<file path="config.mk">
export PLATFORM = sky130hd
export DESIGN_NAME = ir_fetch_queue_flat
export DESIGN_NICKNAME = d
export VERILOG_FILES = /design/src/rtl/ir_fetch_queue_if.sv /design/src/rtl/ir_fetch_queue.sv /design/src/flat_wrapper.sv
export SDC_FILE = /design/constraint.sdc
export NUM_CORES = 1
export LEC_CHECK = 0
export ABC_CLOCK_PERIOD_IN_PS = 3400
export CAP_MARGIN = 20
export CORE_ASPECT_RATIO = 1.5
export CORE_MARGIN = 5
export CORE_UTILIZATION = 35
export CTS_CLUSTER_SIZE = 40
export DETAILED_ROUTE_END_ITERATION = 8
export SYNTH_ARGS = -nofsm -noshare
export SYNTH_HDL_FRONTEND = slang
export SYNTH_SLANG_ARGS = --single-unit
export TNS_END_PERCENT = 10
</file>
<file path="constraint.sdc">
create_clock -name clk -period 3.4 [get_ports clk]
set_input_delay 0.68 -clock clk [delete_from_list [all_inputs] [get_ports clk]]
set_output_delay 0.68 -clock clk [all_outputs]
set_load 0.01 [all_outputs]
</file>
<file path="src/rtl/ir_fetch_queue_if.sv">
// Fetch/decode handshake bundle for ir_fetch_queue: fetch-side push, decode-side pop,
// flush, and the head entry pre-split into MIPS fields.
interface ir_fetch_queue_if #(
   parameter int DEPTH = 4
);
   localparam int PTR_W = $clog2(DEPTH);

   logic [31:0]      inst;
   logic             instValid;
   logic             instReady;
   logic             decReady;
   logic             decValid;
   logic             flush;
   logic [5:0]       opcode;
   logic [4:0]       rs;
   logic [4:0]       rt;
   logic [4:0]       rd;
   logic [4:0]       shamt;
   logic [5:0]       funct;
   logic [15:0]      imme;
   logic [31:0]      immExt;
   logic [25:0]      target;
   logic [PTR_W:0]   count;

   modport master (
      output inst, instValid, decReady, flush,
      input  instReady, decValid, opcode, rs, rt, rd, shamt, funct,
             imme, immExt, target, count
   );

   modport slave (
      input  inst, instValid, decReady, flush,
      output instReady, decValid, opcode, rs, rt, rd, shamt, funct,
             imme, immExt, target, count
   );
endinterface

</file>
<file path="src/rtl/ir_fetch_queue.sv">
// DEPTH-entry instruction FIFO; head word shows up decoded one edge after its push, with no
// comb path from inst. Ready/valid come from the count only; flush beats push and pop.
module ir_fetch_queue #(
   parameter int DEPTH    = 4,
   parameter bit IMM_SEXT = 1'b1
) (
   input  logic              clk,
   input  logic              rst_n,
   ir_fetch_queue_if.slave   q_if
);
   localparam int PTR_W = $clog2(DEPTH);
   localparam logic [PTR_W:0] FULL_CNT = (PTR_W+1)'(DEPTH);

   logic [31:0]      mem_q [DEPTH];
   logic [PTR_W-1:0] wp_q, wp_d;
   logic [PTR_W-1:0] rp_q, rp_d;
   logic [PTR_W:0]   count_q, count_d;
   logic             push, pop;
   logic [31:0]      head;

   assign q_if.instReady = (count_q != FULL_CNT);
   assign q_if.decValid  = (count_q != '0);

   assign push = q_if.instValid && q_if.instReady;
   assign pop  = q_if.decValid && q_if.decReady;

   always_comb begin
      wp_d    = wp_q;
      rp_d    = rp_q;
      count_d = count_q;
      if (q_if.flush) begin
         wp_d    = '0;
         rp_d    = '0;
         count_d = '0;
      end else begin
         if (push) wp_d = wp_q + 1'b1;
         if (pop)  rp_d = rp_q + 1'b1;
         case ({push, pop})
            2'b10:   count_d = count_q + 1'b1;
            2'b01:   count_d = count_q - 1'b1;
            default: count_d = count_q;
         endcase
      end
   end

   always_ff @(posedge clk or negedge rst_n) begin
      if (!rst_n) begin
         wp_q    <= '0;
         rp_q    <= '0;
         count_q <= '0;
         for (int i = 0; i < DEPTH; i++) mem_q[i] <= '0;
      end else begin
         wp_q    <= wp_d;
         rp_q    <= rp_d;
         count_q <= count_d;
         // Array contents survive a flush; only the pointers are rewound.
         if (push && !q_if.flush) mem_q[wp_q] <= q_if.inst;
      end
   end

   // Gating keeps the decode fields at zero whenever no entry is valid.
   assign head = q_if.decValid ? mem_q[rp_q] : 32'd0;

   assign q_if.opcode = head[31:26];
   assign q_if.rs     = head[25:21];
   assign q_if.rt     = head[20:16];
   assign q_if.rd     = head[15:11];
   assign q_if.shamt  = head[10:6];
   assign q_if.funct  = head[5:0];
   assign q_if.imme   = head[15:0];
   assign q_if.target = head[25:0];
   assign q_if.immExt = IMM_SEXT ? {{16{head[15]}}, head[15:0]} : {16'd0, head[15:0]};
   assign q_if.count  = count_q;
endmodule

</file>
<file path="src/flat_wrapper.sv">
// flat-port wrapper written by rule: the top's interface ports become plain ports
module ir_fetch_queue_flat 
#(
   parameter int DEPTH    = 4,
   parameter bit IMM_SEXT = 1'b1
)
  (clk, rst_n, q_if_inst, q_if_instValid, q_if_decReady, q_if_flush, q_if_instReady, q_if_decValid, q_if_opcode, q_if_rs, q_if_rt, q_if_rd, q_if_shamt, q_if_funct, q_if_imme, q_if_immExt, q_if_target, q_if_count);
  ir_fetch_queue_if #(.DEPTH(DEPTH)) q_if_i ();
  input  logic clk;
  input  logic rst_n;
  input wire logic [$bits(q_if_i.inst)-1:0] q_if_inst;
  input wire logic [$bits(q_if_i.instValid)-1:0] q_if_instValid;
  input wire logic [$bits(q_if_i.decReady)-1:0] q_if_decReady;
  input wire logic [$bits(q_if_i.flush)-1:0] q_if_flush;
  output wire logic [$bits(q_if_i.instReady)-1:0] q_if_instReady;
  output wire logic [$bits(q_if_i.decValid)-1:0] q_if_decValid;
  output wire logic [$bits(q_if_i.opcode)-1:0] q_if_opcode;
  output wire logic [$bits(q_if_i.rs)-1:0] q_if_rs;
  output wire logic [$bits(q_if_i.rt)-1:0] q_if_rt;
  output wire logic [$bits(q_if_i.rd)-1:0] q_if_rd;
  output wire logic [$bits(q_if_i.shamt)-1:0] q_if_shamt;
  output wire logic [$bits(q_if_i.funct)-1:0] q_if_funct;
  output wire logic [$bits(q_if_i.imme)-1:0] q_if_imme;
  output wire logic [$bits(q_if_i.immExt)-1:0] q_if_immExt;
  output wire logic [$bits(q_if_i.target)-1:0] q_if_target;
  output wire logic [$bits(q_if_i.count)-1:0] q_if_count;
  assign q_if_i.inst = q_if_inst;
  assign q_if_i.instValid = q_if_instValid;
  assign q_if_i.decReady = q_if_decReady;
  assign q_if_i.flush = q_if_flush;
  assign q_if_instReady = q_if_i.instReady;
  assign q_if_decValid = q_if_i.decValid;
  assign q_if_opcode = q_if_i.opcode;
  assign q_if_rs = q_if_i.rs;
  assign q_if_rt = q_if_i.rt;
  assign q_if_rd = q_if_i.rd;
  assign q_if_shamt = q_if_i.shamt;
  assign q_if_funct = q_if_i.funct;
  assign q_if_imme = q_if_i.imme;
  assign q_if_immExt = q_if_i.immExt;
  assign q_if_target = q_if_i.target;
  assign q_if_count = q_if_i.count;
  ir_fetch_queue #(.DEPTH(DEPTH), .IMM_SEXT(IMM_SEXT)) u_core (.clk(clk), .rst_n(rst_n), .q_if(q_if_i));
endmodule
</file>
==> flow_metrics.py <==
metrics = {
    "floorplanning": {
        "ios": 148,
        "start_util_pct": 35.3,
        "dieArea_um2": 23400,
        "fp.dieH_um": 185,
        "coreArea_um2": 20300,
        "num_rows": 64,
        "dieWidth_um": 127,
    },
    "route": {
        "first_iter_violations": 187,
        "final_antenna_net_count": 0,
        "vias": 4066,
        "wl_per_cell_um": 18.7,
        "drt_wl_total_um": 15700,
        "drcViolationCount": 0,
        "firstDrtPassIters": 4,
        "vias_per_cell": 4.85,
    },
    "layout": {
        "nets": 604,
        "area_growth_pct": 24.7,
        "multi_input_area_um2": 2960,
        "drive_above_1_share_pct": 38.0,
        "final-seq-area_um2": 3380,
        "finish.utilization_pct": 44.0,
        "nFillCells": 1755,
    },
    "placed_design": {
        "hpwl_um": 10500,
        "port_buffers": 147,
        "gp_congestion": 0.713,
    },
    "timing": {
        "fin_setup_tns_ps": 0,
        "rsz0062_at_grt": "no",
        "report.final.slew_viol_count": 0,
        "clock_skew_ps": 7.32,
        "hold_viol": 0,
        "max_freq_mhz": 317,
        "maxSlewHeadroom_pct": 46.9,
        "fin_crit_ps": 3150,
        "finalCritPeriodShare_pct": 92.7,
        "worst_pin_slew_ps": 797,
        "setup_viol": 0,
    },
    "critical_path": {
        "startpoint_type": "flip-flop",
        "cp-end-kind": "primary output",
        "crit_fanout": 17,
        "path_class": "flip-flop to primary output",
        "ff2ff_path_depth": 6,
        "crit_required_ps": 2720,
        "cp.arrival_ps": 2470,
    },
    "global_route": {
        "grt_first_pass_wirelength_um": 25100,
        "grt_max_degree": 85,
        "grt_use_total_pct": 13.6,
        "antenna_found_initial": 0,
        "grt.busiest_layer": "met2",
        "grtUsageMet2_pct": 24.6,
        "grt_util_met1_pct": 16.2,
        "gr-total-overflow": 0,
        "met3_usage_pct": 3.03,
        "grt_pass1_vias": 4547,
    },
    "pwr": {
        "power_frac_seq_pct": 35.9,
        "power_mw": 7.07,
        "switching_power_mw": 1.96,
        "power_density_nw_per_um2": 792,
        "ir_drop_mv": 0.454,
        "switching_share_pct": 27.7,
        "p_clk_share_pct": 26.9,
        "p_int_mw": 5.11,
        "p_comb_share_pct": 37.2,
        "p_leak_nw": 3.76,
    },
    "logic_synthesis": {
        "syn-cell-area_um2": 7150,
        "syn-num-nets": 528,
        "yosys.area.top_type": "dfrtp_1",
        "synth.area.top_cells": "dfrtp_1, mux2_4, mux2_2, mux4_2, buf_4",
        "async_flop_share_pct": 100,
        "synthTopCellsByCount": "dfrtp_1, buf_4, mux2_2",
        "syn_inst": 486,
        "syn_avg_cell_area_um2": 14.7,
        "synth_edf_count": 0,
        "yosys_warnings": 0,
        "post-synth-top-count-cell": "dfrtp_1",
        "ys_ff_latch": 135,
        "yosysSeqAreaShare_pct": 47.2,
        "synth.top_cell.area_share_pct": 47.2,
        "synth_flop_cell": "dfrtp_1",
        "synthDistinctLibCells": 34,
    },
    "job": {
        "max-cap-violations": 0,
    },
    "cts": {
        "path_clk_slew_ps": 60,
        "cts_tree": "yes",
        "cts_setup_buffers": 0,
        "worstSkewPairLatency_ps": 410,
        "cts_root_buf": "clkbuf_16",
        "cts_sinks": 135,
        "cts_resized": 0,
        "numCtsBuffers": 17,
        "h-tree-depth": 4,
        "clock_path_buffers": 2,
        "ctsHoldBuffers": 0,
    },
    "run_status": {
        "status": "finished, final reports clean",
    },
    "hold_path": {
        "hold_class": "input pin to asynchronous set/reset pin",
    },
}
## cells in the final DEF (no fill, tap or decap), types with 5 or more instances in the layout
cell type and n:
clkdlybuf4s50_1 146, mux4_2 32, nor2_1 7, buf_4 10, mux2_2 68, nand2_1 5
nand3_1 5, dfrtp_1 133, and2_1 31, mux2_4 60, clkbuf_16 17
## cells by family (layout without fill, tap and decap cells)
group	count (synthesis)	in the layout	share of synthesized area, %
multiplexers	160	160	33.4
flip-flops	135	135	47.2
buffers and inverters	107	195	11.7
AND/OR/NAND/NOR	63	63	5.18
AO/OA/AOI/OAI	11	11	0.945
adder cells (fa/ha/maj)	5	5	0.980
XOR/XNOR	5	5	0.613
other	0	1	0
## layout make-up
| class | instances | area share (%) |
|---|---|---|
| Sequential cell | 135 | 37.9 |
| Multi-Input combinational cell | 244 | 33.2 |
| Timing Repair Buffer | 161 | 18.3 |
| Clock buffer | 18 | 4.92 |
| Tap cell | 264 | 3.70 |
| Clock inverter | 13 | 1.91 |
| Inverter | 3 | 0.126 |
| Antenna cell | 1 | 0.0281 |
## sequential cells by signal, summed over array words and instances (netlist names)
register	flops
u_core.wp_q	2
u_core.mem_q	128
u_core.q_if.count	3
u_core.rp_q	2
## power by group through the flow
stage / clock network, mW / registers (mW) / logic (mW)
floorplan: 0 / 2.43 / 1.95
global placement: 0 / 2.50 / 2.62
detailed placement: 0 / 2.55 / 2.67
CTS: 1.94 / 2.53 / 2.68
global route: 2.01 / 2.61 / 2.82
finish: 1.90 / 2.54 / 2.63
## worst paths after layout
| path | start | endpoint | slack, ps |
|---|---|---|---|
| max | u_core.rp_q[0] | q_if_imme[1] | 250 |
| min | rst_n | u_core.mem_q[100] | 340 |
| max reg2reg | u_core.q_if.count[0] | u_core.q_if.count[2] | 570 |
| min reg2reg | u_core.mem_q[2] | u_core.mem_q[2] | 500 |
| max in group asynchronous | rst_n | u_core.mem_q[114] | 2290 |
| min in group clk | u_core.mem_q[2] | u_core.mem_q[2] | 500 |
## through the flow
step / instance area (um2) / std cells / setup slack, ps / hold WS (ps)
final: 8920 / 839 / 247 / 340
after global routing: 8920 / 838 / 98.7 / 409
after CTS: 8910 / 838 / 10.4 / 360
after detailed placement: 8300 / 807 / 317 / 487
after global placement: 8300 / 807 / 422 / 481
after floorplan: 7150 / 486 / 574 / 384
## routing by layer
| layer | routed length [um] | vias up | part of all wire [%] |
|---|---|---|---|
| met4 | 121 | 0 | 0.77 |
| met3 | 657 | 7 | 4.2 |
| met1 | 6530 | 2158 | 42 |
| met2 | 8380 | 111 | 53 |
| li1 | - | 1790 | - |
| met5 | 0 | - | 0 |
## worst max-delay path, stage by stage, from the launching register on
cell	delay, ps
dfrtp_2	410
buf_4	370
mux4_2	580
and2_1	210
clkdlybuf4s50_1	490
(Power assumes the default switching activity.)
